==> src/rtl/alu_seq_pkg.sv <==
// Shared types and constants for the 6502 ALU operation sequencer.
// ALU_SEQ_DECIMAL_ADJUST_EN adds the DADJ state to the state encoding.
package alu_seq_pkg;

    localparam int unsigned DATA_W = 8;
    localparam int unsigned OP_W   = 4;
    localparam int unsigned FLAG_W = 4;

    // Flag bit positions within {N,V,Z,C}
    localparam int unsigned FLAG_N = 3;
    localparam int unsigned FLAG_V = 2;
    localparam int unsigned FLAG_Z = 1;
    localparam int unsigned FLAG_C = 0;

    localparam logic [OP_W-1:0] OP_ADC = 4'h0;
    localparam logic [OP_W-1:0] OP_SBC = 4'h1;
    localparam logic [OP_W-1:0] OP_AND = 4'h2;
    localparam logic [OP_W-1:0] OP_ORA = 4'h3;
    localparam logic [OP_W-1:0] OP_EOR = 4'h4;
    localparam logic [OP_W-1:0] OP_LSR = 4'h5;
    localparam logic [OP_W-1:0] OP_ROR = 4'h6;
    localparam logic [OP_W-1:0] OP_ASL = 4'h7;
    localparam logic [OP_W-1:0] OP_ROL = 4'h8;
    localparam logic [OP_W-1:0] OP_CMP = 4'h9;
    localparam logic [OP_W-1:0] OP_INC = 4'hA;
    localparam logic [OP_W-1:0] OP_DEC = 4'hB;

    typedef enum logic [2:0] {
        ST_IDLE = 3'd0,
        ST_EXEC = 3'd1,
        ST_CAPT = 3'd2,
        ST_RESP = 3'd3
`ifdef ALU_SEQ_DECIMAL_ADJUST_EN
        ,
        ST_DADJ = 3'd4
`endif
    } state_t;

    // One cycle of ALU input-select / function-select drive
    typedef struct packed {
        logic              sb_add;
        logic              zero_add;
        logic              db_add;
        logic              db_n_add;
        logic              adl_add;
        logic              one_addc;
        logic              sums;
        logic              ands;
        logic              eors;
        logic              ors;
        logic              srs;
        logic [DATA_W-1:0] sb;
        logic [DATA_W-1:0] db;
    } alu_ctrl_t;

    function automatic logic op_is_legal(input logic [OP_W-1:0] op);
        return op <= OP_DEC;
    endfunction

    // Ops whose carry comes from the ALU rather than the incoming C
    function automatic logic op_takes_acr(input logic [OP_W-1:0] op);
        return (op == OP_ADC) || (op == OP_SBC) || (op == OP_CMP) ||
               (op == OP_LSR) || (op == OP_ROR) || (op == OP_ASL) || (op == OP_ROL);
    endfunction

    function automatic logic op_takes_avr(input logic [OP_W-1:0] op);
        return (op == OP_ADC) || (op == OP_SBC);
    endfunction

    function automatic alu_ctrl_t alu_ctrl_decode(input logic [OP_W-1:0]   op,
                                                  input logic [DATA_W-1:0] a,
                                                  input logic [DATA_W-1:0] b,
                                                  input logic              c);
        alu_ctrl_t ctl;
        ctl = '0;
        if (op_is_legal(op)) begin
            ctl.sb_add = 1'b1;
            ctl.sb     = a;
        end
        case (op)
            OP_ADC: begin ctl.db_add = 1'b1; ctl.db = b; ctl.one_addc = c; ctl.sums = 1'b1; end
            OP_SBC: begin ctl.db_n_add = 1'b1; ctl.db = b; ctl.one_addc = c; ctl.sums = 1'b1; end
            OP_AND: begin ctl.db_add = 1'b1; ctl.db = b; ctl.ands = 1'b1; end
            OP_ORA: begin ctl.db_add = 1'b1; ctl.db = b; ctl.ors = 1'b1; end
            OP_EOR: begin ctl.db_add = 1'b1; ctl.db = b; ctl.eors = 1'b1; end
            OP_LSR: begin ctl.srs = 1'b1; end
            OP_ROR: begin ctl.one_addc = c; ctl.srs = 1'b1; end
            OP_ASL: begin ctl.db_add = 1'b1; ctl.db = a; ctl.sums = 1'b1; end
            OP_ROL: begin ctl.db_add = 1'b1; ctl.db = a; ctl.one_addc = c; ctl.sums = 1'b1; end
            OP_CMP: begin ctl.db_n_add = 1'b1; ctl.db = b; ctl.one_addc = 1'b1; ctl.sums = 1'b1; end
            OP_INC: begin ctl.db_add = 1'b1; ctl.db = '0; ctl.one_addc = 1'b1; ctl.sums = 1'b1; end
            // DEC leaves DB unselected so the ALU sees its precharged FF
            OP_DEC: begin ctl.sums = 1'b1; end
            default: ;
        endcase
        return ctl;
    endfunction

endpackage

==> src/rtl/alu_op_sequencer_decimal_adjust.sv <==
// Combinational BCD correction of a binary ADC/SBC result (NMOS rules).
// Only present when ALU_SEQ_DECIMAL_ADJUST_EN is defined.
`ifdef ALU_SEQ_DECIMAL_ADJUST_EN
module decimal_adjust
    import alu_seq_pkg::*;
(
    input  logic [DATA_W-1:0] a,
    input  logic [DATA_W-1:0] b_eff,
    input  logic              cin,
    input  logic [DATA_W-1:0] bin,
    input  logic              acr,
    input  logic              is_sub,
    output logic [DATA_W-1:0] result_c,
    output logic              carry_c
);

    logic [4:0]        lo_sum;
    logic              lo_fix;
    logic              hi_fix;
    logic [DATA_W-1:0] lo_adj;

    // Half-carry is rebuilt locally since the ALU does not export it
    always_comb begin
        lo_sum   = 5'(a[3:0]) + 5'(b_eff[3:0]) + 5'(cin);
        lo_fix   = 1'b0;
        hi_fix   = 1'b0;
        lo_adj   = bin;
        result_c = bin;
        carry_c  = acr;
        if (is_sub) begin
            lo_adj   = lo_sum[4] ? bin : bin - 8'h06;
            result_c = acr ? lo_adj : lo_adj - 8'h60;
        end else begin
            lo_fix   = lo_sum > 5'd9;
            lo_adj   = lo_fix ? bin + 8'h06 : bin;
            hi_fix   = (lo_adj[7:4] > 4'd9) || acr;
            result_c = hi_fix ? lo_adj + 8'h60 : lo_adj;
            carry_c  = hi_fix;
        end
    end

endmodule
`endif

==> src/rtl/alu_op_sequencer.sv <==
// Sequences one 6502 ALU operation per request: drive controls, capture, respond.
// Define ALU_SEQ_DECIMAL_ADJUST_EN to add BCD correction for ADC/SBC with D set.
module alu_op_sequencer
    import alu_seq_pkg::*;
(
    input  logic              i_clk,
    input  logic              i_reset_n,
    input  logic              i_req_valid,
    output logic              o_req_ready,
    input  logic [OP_W-1:0]   i_op,
    input  logic [DATA_W-1:0] i_a,
    input  logic [DATA_W-1:0] i_b,
    input  logic              i_c,
    input  logic              i_v,
    input  logic              i_d,
    output logic              o_rsp_valid,
    input  logic              i_rsp_ready,
    output logic [DATA_W-1:0] o_result,
    output logic              o_result_we,
    output logic [FLAG_W-1:0] o_flags,
    output logic              o_illegal,
    output logic [DATA_W-1:0] o_sb,
    output logic [DATA_W-1:0] o_db,
    output logic              o_sb_add,
    output logic              o_0_add,
    output logic              o_db_add,
    output logic              o_db_n_add,
    output logic              o_adl_add,
    output logic              o_1_addc,
    output logic              o_sums,
    output logic              o_ands,
    output logic              o_eors,
    output logic              o_ors,
    output logic              o_srs,
    input  logic [DATA_W-1:0] i_add,
    input  logic              i_acr,
    input  logic              i_avr
);

    state_t            state_q, state_nxt;
    alu_ctrl_t         ctrl_q, ctrl_nxt;
    logic [OP_W-1:0]   op_q;
    logic [DATA_W-1:0] a_q, b_q;
    logic              c_q, v_q;
    logic              accept;
    logic              req_ready_nxt, rsp_valid_nxt, we_nxt, illegal_nxt;
    logic [DATA_W-1:0] result_nxt;
    logic [FLAG_W-1:0] flags_nxt;

`ifdef ALU_SEQ_DECIMAL_ADJUST_EN
    logic              d_q, acr_q;
    logic [DATA_W-1:0] dec_result_c;
    logic              dec_carry_c;

    decimal_adjust u_decimal_adjust (
        .a        (a_q),
        .b_eff    ((op_q == OP_SBC) ? ~b_q : b_q),
        .cin      (c_q),
        .bin      (o_result),
        .acr      (acr_q),
        .is_sub   (op_q == OP_SBC),
        .result_c (dec_result_c),
        .carry_c  (dec_carry_c)
    );
`else
    logic unused_d;
    assign unused_d = i_d;
`endif

    assign accept = (state_q == ST_IDLE) && i_req_valid;

    // Next state and next values of every registered output
    always_comb begin
        state_nxt   = state_q;
        ctrl_nxt    = '0;
        result_nxt  = o_result;
        flags_nxt   = o_flags;
        we_nxt      = o_result_we;
        illegal_nxt = o_illegal;
        case (state_q)
            ST_IDLE: begin
                if (accept) begin
                    state_nxt = ST_EXEC;
                    ctrl_nxt  = alu_ctrl_decode(i_op, i_a, i_b, i_c);
                end
            end
            ST_EXEC: state_nxt = ST_CAPT;
            ST_CAPT: begin
                state_nxt = ST_RESP;
                if (op_is_legal(op_q)) begin
                    result_nxt        = i_add;
                    flags_nxt[FLAG_N] = i_add[DATA_W-1];
                    flags_nxt[FLAG_Z] = (i_add == '0);
                    flags_nxt[FLAG_C] = op_takes_acr(op_q) ? i_acr : c_q;
                    flags_nxt[FLAG_V] = op_takes_avr(op_q) ? i_avr : v_q;
                    we_nxt            = (op_q != OP_CMP);
                    illegal_nxt       = 1'b0;
                end else begin
                    result_nxt        = a_q;
                    flags_nxt[FLAG_N] = a_q[DATA_W-1];
                    flags_nxt[FLAG_Z] = (a_q == '0);
                    flags_nxt[FLAG_C] = c_q;
                    flags_nxt[FLAG_V] = v_q;
                    we_nxt            = 1'b0;
                    illegal_nxt       = 1'b1;
                end
`ifdef ALU_SEQ_DECIMAL_ADJUST_EN
                if (d_q && op_takes_avr(op_q)) begin
                    state_nxt = ST_DADJ;
                end
`endif
            end
`ifdef ALU_SEQ_DECIMAL_ADJUST_EN
            // N/V/Z stay as computed from the binary sum
            ST_DADJ: begin
                state_nxt         = ST_RESP;
                result_nxt        = dec_result_c;
                flags_nxt[FLAG_C] = dec_carry_c;
            end
`endif
            ST_RESP: begin
                if (i_rsp_ready) begin
                    state_nxt = ST_IDLE;
                end
            end
            default: state_nxt = ST_IDLE;
        endcase
        req_ready_nxt = (state_nxt == ST_IDLE);
        rsp_valid_nxt = (state_nxt == ST_RESP);
    end

    always_ff @(posedge i_clk or negedge i_reset_n) begin
        if (!i_reset_n) begin
            state_q     <= ST_IDLE;
            ctrl_q      <= '0;
            o_req_ready <= 1'b1;
            o_rsp_valid <= 1'b0;
            o_result    <= '0;
            o_flags     <= '0;
            o_result_we <= 1'b0;
            o_illegal   <= 1'b0;
            op_q        <= '0;
            a_q         <= '0;
            b_q         <= '0;
            c_q         <= 1'b0;
            v_q         <= 1'b0;
        end else begin
            state_q     <= state_nxt;
            ctrl_q      <= ctrl_nxt;
            o_req_ready <= req_ready_nxt;
            o_rsp_valid <= rsp_valid_nxt;
            o_result    <= result_nxt;
            o_flags     <= flags_nxt;
            o_result_we <= we_nxt;
            o_illegal   <= illegal_nxt;
            if (accept) begin
                op_q <= i_op;
                a_q  <= i_a;
                b_q  <= i_b;
                c_q  <= i_c;
                v_q  <= i_v;
            end
        end
    end

`ifdef ALU_SEQ_DECIMAL_ADJUST_EN
    always_ff @(posedge i_clk or negedge i_reset_n) begin
        if (!i_reset_n) begin
            d_q   <= 1'b0;
            acr_q <= 1'b0;
        end else begin
            if (accept) begin
                d_q <= i_d;
            end
            if (state_q == ST_CAPT) begin
                acr_q <= i_acr;
            end
        end
    end
`endif

    assign o_sb       = ctrl_q.sb;
    assign o_db       = ctrl_q.db;
    assign o_sb_add   = ctrl_q.sb_add;
    assign o_0_add    = ctrl_q.zero_add;
    assign o_db_add   = ctrl_q.db_add;
    assign o_db_n_add = ctrl_q.db_n_add;
    assign o_adl_add  = ctrl_q.adl_add;
    assign o_1_addc   = ctrl_q.one_addc;
    assign o_sums     = ctrl_q.sums;
    assign o_ands     = ctrl_q.ands;
    assign o_eors     = ctrl_q.eors;
    assign o_ors      = ctrl_q.ors;
    assign o_srs      = ctrl_q.srs;

endmodule

==> config.mk <==
export PLATFORM = sky130hd
export DESIGN_NAME = alu_op_sequencer
export DESIGN_NICKNAME = d
export VERILOG_FILES = /design/src/rtl/alu_seq_pkg.sv /design/src/rtl/alu_op_sequencer_decimal_adjust.sv /design/src/rtl/alu_op_sequencer.sv
export SDC_FILE = /design/constraint.sdc
export NUM_CORES = 1
export LEC_CHECK = 0
export CAP_MARGIN = 20
export CORE_ASPECT_RATIO = 1.75
export CORE_MARGIN = 4
export CORE_UTILIZATION = 35
export DETAILED_ROUTE_END_ITERATION = 10
export MAX_ROUTING_LAYER = met4
export PLACE_DENSITY_LB_ADDON = 0.05
export REMOVE_ABC_BUFFERS = 1
export SYNTH_ARGS = -nofsm -noshare
export SYNTH_HDL_FRONTEND = slang
export SYNTH_SLANG_ARGS = --single-unit
export TNS_END_PERCENT = 5
==> constraint.sdc <==
create_clock -name i_clk -period 4.2 [get_ports i_clk]
set_input_delay 0.84 -clock i_clk [delete_from_list [all_inputs] [get_ports i_clk]]
set_output_delay 0.84 -clock i_clk [all_outputs]
set_load 0.1 [all_outputs]
==> parameters.txt, run 1 <==
Parameter                              Value

Global route
  Wire length of the first global-routing pass    between 9000 and 10,000 um
  Aggregate global routing overflow    0
  Largest net degree at the start of global routing    32
  Antenna violations before repair    0
  All-layer global routing usage    0.164
  Number of global-route vias before repair    about 1,900

CTS
  # Post-CTS Setup Buffers    0
  Reg clk slew, reported paths    around 0.05 ns
  Clk Latency, worst-skew pair    0.32 ns
  TritonCTS buffer count    9
  CTS resizes    0
  Number of H-tree branching levels    3
  Clock Sink Count    between 50 and 60
  Hold buffer count at CTS    0
  Clock buffer depth    2
  Buffer type at the clock tree root    clkbuf_16
  Clock tree from TritonCTS    done

Final layout
  Layout Nets    between 300 and 400
  Area Growth Syn to Fin    45.2%
  Most common library cell in the layout ignoring fill and taps    clkdlybuf4s50_1
  Final non-filler cell area    ~0.0034 sq mm
  Filler cell count    about 650
  Fraction of layout cells with a size suffix above 1    0.0891
  Top library cells by usage in the layout, fill and taps aside    clkdlybuf4s50_1 (75), dfrtp_1 (56), nand2_1 (41)
  Diode count    0

Power and ir drop
  Clock Power Share    0.276
  Relative contribution of combinational cells to total power    0.409
  Part of the power in registers    0.314
  Power per cell area    674 mW/mm^2
  Switching share of power    0.437
  P_sw    ~1 mW
  Peak supply drop    0.000300 V
  Internal Pwr Total    1.31 mW
  Total power draw    approximately 2.3 mW
  Leakage power of the design    around 1.6 nW

Placement
  Placement Setup Slack    1.56 ns
  Post-place instance area    roughly 0.0032 sq mm
  HPWL Detailed    between 4000 and 5000 um
  Port Buf Inserts    76
  Final estimated routing congestion in global placement    approximately 0.8

STA
  Share of the clock period used by the worst path    0.664
  Pin slew with the least headroom to its limit    1.03 ns
  Post-layout worst setup margin    1.41 ns
  Relative slew slack    0.314
  Final slew viol count    0
  Setup skew after layout    ~0.0056 ns
  Minimum period implied by the final worst setup slack    between 2 and 3 ns
  Setup violators final    0
  Summed negative setup slack over all endpoints    0 ns
  RSZ-0062 raised after global routing    false
  Number of endpoints with negative hold slack in the final report    0
  Highest clock frequency the design can meet    approximately 360 MHz

Drt
  Aggregate routed wire length    5990 um
  Total via count after detailed routing    1,855
  DRT antenna net count    0
  Number of DRC violations after detailed-routing iteration 0    a little over 90
  Drt via density    4.82
  Remaining DRCs    0
  Number of detailed-route iterations in the first pass    4
  Detailed-route wire length per cell    ~16 um

Worst hold path
  Classification of the worst-slack hold path    reg2reg

Setup path
  Critical Path, Cell by Cell    clkdlybuf4s50_1
  Worst EP required    3.36 ns
  Worst-path cell with the longest stage delay    clkdlybuf4s50_1
  Type of the worst setup path    reg2out
  Kind of end point of the critical path    output pin
  Critical path data arrival time    around 2.0 ns
  Top fanout value on the critical path    1
  Kind of start point of the critical path    register
  Max stage delay on crit path    1.12 ns
  Buffers plus inverters on the worst setup path    1
  Top delay family on crit path    buffers and inverters

Yosys
  Area fraction of the dominant cell type after synthesis    0.592
  Ranking of synthesized cells by area    dfrtp_1 (59%), nand2_1 (6.5%), mux2i_1 (3.8%)
  EDFF count, synth    0
  Post-synth design cell area    roughly 0.0024 sq mm
  Syn Inst Count    approximately 220
  Fraction of the mapped netlist area in simple logic gates    0.199
  Average size of a mapped cell    10.8 sq um
  Predominant post-synthesis flop cell    dfrtp_1
  Library cell with the largest summed area after synthesis    dfrtp_1
  Count of state elements after synthesis    57
  Share of synthesized area spent on multiplexers    0.0380
  Async set-or-reset flop fraction in the synthesized netlist    1.00
  Yosys warning count    0
  Sequential cell area fraction in the yosys report    0.603
  Dominant combinational cell family by area after synthesis    simple AND/OR/NAND/NOR gates
  Complex-gate fraction of the synthesized area    0.118
  Area share of fa/ha/maj cells after synthesis    0
  XOR/XNOR Fraction of Synth Area    0.00370
  Count of cell types in the netlist    40

Floorplan
  Die height    approximately 120 um
  Die span in x    between 70 and 80 um
  Number of placement rows    39
  Core outline area    about 0.0065 sq mm
  Io pins    80
  DIE AREA    a little over 0.008 sq mm
  Starting Density    0.362

Job
  Number of violations of the max-capacitance limit    0

Run status
  Outcome    completed
## flip-flops by register name (all words and copies together), names as in the netlist
register and count:
o_ands 1, v_q 1, o_req_ready 1, a_q 8
o_rsp_valid 1, o_sb_add 1, o_1_addc 1, o_result_we 1
o_result 8, o_eors 1, o_srs 1, o_flags 3
o_db_n_add 1, o_illegal 1, op_q 4, state_q 3
o_sums 1, c_q 1, o_db_add 1, o_ors 1
o_sb 8, o_db 8
## stage by stage
step	hold slack, ns	instances	util
finish	0.474	385	0.526
global route	0.525	385	0.526
CTS	0.474	385	0.526
detailed placement	0.464	369	0.486
global placement	0.460	369	0.486
floorplan	0.445	209	-
## logic make-up after synthesis
group	count (synthesis)
other cells	1
compound gates	41
buf+inv	16
mux	9
xor+xnor	1
flops	57
simple gates	94
## Yosys cell counts, types with 3 or more instances
cell,count
dfrtp_1,56
a31oi_1,3
o21ai_0,7
nor2_1,19
buf_2,5
a22o_1,4
mux2i_1,9
nor4_1,3
nand2_1,41
inv_1,4
nor3_1,7
a22o_2,4
a21oi_1,14
and2_1,9
buf_4,4
## per-layer routing
layer,global-route usage,up-vias,wire [um]
met5,-,-,0
met4,0.0767,0,106
met3,0.0427,8,266
met2,0.275,53,3220
met1,0.184,893,2400
li1,-,901,-
## final cells by class
class / instances / area, sq um / area share
tap: 82 / 103 / 0.0298
clock inverter: 1 / 5.00 / 0.00146
multi-input combinational: 148 / 860 / 0.250
inverter: 4 / 15.0 / 0.00437
clock buffer: 15 / 258 / 0.0750
timing repair buffer: 78 / 771 / 0.224
sequential: 57 / 1430 / 0.415
## power groups by stage
stage          Sequential, mW  Clock (mW)  Combinational, mW
4_1_cts                 0.731       0.657              0.958
6_report                0.728       0.641              0.949
3_5_place_dp            0.740           0              0.955
5_1_grt                 0.748       0.688              0.995
2_1_floorplan            1.27           0              0.163
3_3_place_gp            0.734           0              0.953
## final timing paths
path / start / endpoint / cells past startpoint / slack (ns)
worst max register to register: state_q[0] / o_db[1] / 4 / 2.42
max in group asynchronous: i_reset_n / o_srs / 2 / 2.82
min in group asynchronous: i_reset_n / o_db[6] / 1 / 0.53
worst min register to register: v_q / v_q / 2 / 0.47
worst max-delay path: o_req_ready / o_req_ready / 1 / 1.41
worst min-delay path: v_q / v_q / 2 / 0.47
(Power assumes the default switching activity.)
==> inputs of run 2 (changes only) <==
==> constraint.sdc (replaced) <==
create_clock -name i_clk -period 2.4 [get_ports i_clk]
set_input_delay 0.48 -clock i_clk [delete_from_list [all_inputs] [get_ports i_clk]]
set_output_delay 0.48 -clock i_clk [all_outputs]
set_load 0.1 [all_outputs]
==> run 2 against run 1 <==
Against the previous run:
- sequential power grew 76%
- worst hold slack lost 0.38 ns
- critical path depth grew 4
- utilization shrank 0.48 points
- global-route usage shrank 0.12 points
- highest routed layer unchanged
==> parameters.txt, run 2 (same netlist as run 1, synthesis figures left out) <==
Parameter                              Value

Run status
  Outcome    completed

Power and ir drop
  Leakage power of the design    approximately 1.7 nW
  Peak supply drop    approximately 0.00058 V
  Power per cell area    between 1000 and 1500 mW/mm^2

Drt
  DRT antenna net count    0
  Detailed-route wire length per cell    ~15 um
  Aggregate routed wire length    roughly 6100 um
  Number of DRC violations after detailed-routing iteration 0    about 70
  Remaining DRCs    0
  Total via count after detailed routing    between 1,500 and 2,000
  Drt via density    roughly 4.7
  Number of detailed-route iterations in the first pass    4

CTS
  Hold buffer count at CTS    0
  CTS resizes    0
  Number of H-tree branching levels    3
  Clk Latency, worst-skew pair    ~0.32 ns
  Buffer type at the clock tree root    clkbuf_16
  Clock Sink Count    57
  # Post-CTS Setup Buffers    0
  Clock buffer depth    2
  Clock tree from TritonCTS    done
  TritonCTS buffer count    9
  Reg clk slew, reported paths    about 0.050 ns

Worst hold path
  Classification of the worst-slack hold path    in2async

Setup path
  Kind of start point of the critical path    primary input
  Critical path data arrival time    roughly 2.0 ns
  Top fanout value on the critical path    8
  Worst EP required    about 2.7 ns
  Kind of end point of the critical path    register
  Type of the worst setup path    in2reg

Floorplan
  Io pins    80
  Core outline area    about 0.0065 sq mm
  Die span in x    70.2 um
  Die height    ~120 um
  Starting Density    0.362
  DIE AREA    between 0.008 and 0.009 sq mm
  Number of placement rows    39

Global route
  Number of global-route vias before repair    1,855
  Largest net degree at the start of global routing    29
  All-layer global routing usage    0.163
  Aggregate global routing overflow    0
  Wire length of the first global-routing pass    just under 10,000 um
  Antenna violations before repair    0

STA
  Final slew viol count    0
  Relative slew slack    0.595
  Share of the clock period used by the worst path    0.736
  Minimum period implied by the final worst setup slack    1.77 ns
  RSZ-0062 raised after global routing    false
  Number of endpoints with negative hold slack in the final report    0
  Setup skew after layout    0.00771 ns
  Summed negative setup slack over all endpoints    0 ns
  Pin slew with the least headroom to its limit    roughly 0.61 ns
  Setup violators final    0
  Highest clock frequency the design can meet    about 570 MHz

Final layout
  Number of standard cells in the final layout excluding fillers    a little under 400
  Top library cells by usage in the layout, fill and taps aside    dfrtp_1 (56), buf_4 (50), nand2_1 (41)
  Final non-filler cell area    about 0.0034 sq mm
  Area Growth Syn to Fin    43.8%
  Most common library cell in the layout ignoring fill and taps    dfrtp_1
  Diode count    0
  Fraction of layout cells with a size suffix above 1    0.245
  Layout Nets    approximately 340

Placement
  Final estimated routing congestion in global placement    0.817
  Placed instance count    about 380
  Post-place instance area    ~0.0031 sq mm
  Port Buf Inserts    76
  HPWL Detailed    4490 um

Job
  Number of violations of the max-capacitance limit    0
-- run 2: changes by cell type in the layout (fill, tap and decap cells not counted), sizes merged --
| cell | delta |
|---|---|
| clkdlybuf4s50 | -41 |
| buf | +48 |
| clkinv | -1 |
| clkbuf | +1 |
-- run 2: layout make-up --
cell class	count	area, sq um
fillers	628	3130
repair buffers	85	721
multi-input cells	148	860
clock buffers	16	282
inverters	4	15.0
well taps	82	103
flip-flops and latches	57	1430
-- run 2: final timing paths --
kind                            startpoint           to  slack, ns  cells after the start
max in group asynchronous        i_reset_n      o_db[7]       1.57                      2
worst max-delay path               i_op[3]      o_db[2]       0.63                      5
worst min register to register         v_q          v_q       0.48                      2
worst min-delay path             i_reset_n  o_result[4]       0.09                      1
worst max register to register  state_q[0]      o_db[2]       0.76                      4
min in group i_clk                     v_q          v_q       0.48                      2
-- run 2: per-layer routing --
layer	track usage	routed length, um	vias to the layer above
li1	-	-	915
met1	0.175	2410	877
met2	0.280	3240	50
met3	0.0444	284	9
met4	0.0742	119	0
met5	-	0	-
-- run 2: report_power, final --
group | total [mW] | switching, mW | leakage [nW] | internal, mW
Clock | 1.18 | 0.402 | 0.137 | 0.783
Combinational | 1.62 | 1.25 | 0.823 | 0.371
Sequential | 1.28 | 0.123 | 0.724 | 1.15
Total | 4.08 | 1.78 | 1.68 | 2.31
-- run 2: through the flow --
stage          power, mW  utilization  hold slack [ns]  setup WS (ns)
2_1_floorplan       2.51            -            0.184          0.427
3_3_place_gp        2.92        0.478            0.446          0.318
3_5_place_dp        2.93        0.478            0.450          0.300
4_1_cts             4.14        0.521           0.0987          0.640
5_1_grt             4.27        0.521            0.124          0.523
6_report            4.08        0.521           0.0931          0.634
-- run 2: critical path, stage by stage --
cell             delay (ns)
clkdlybuf4s50_1        0.54
and2b_1                0.24
o32a_2                 0.35
nor2_4                 0.21
a22o_2                 0.20
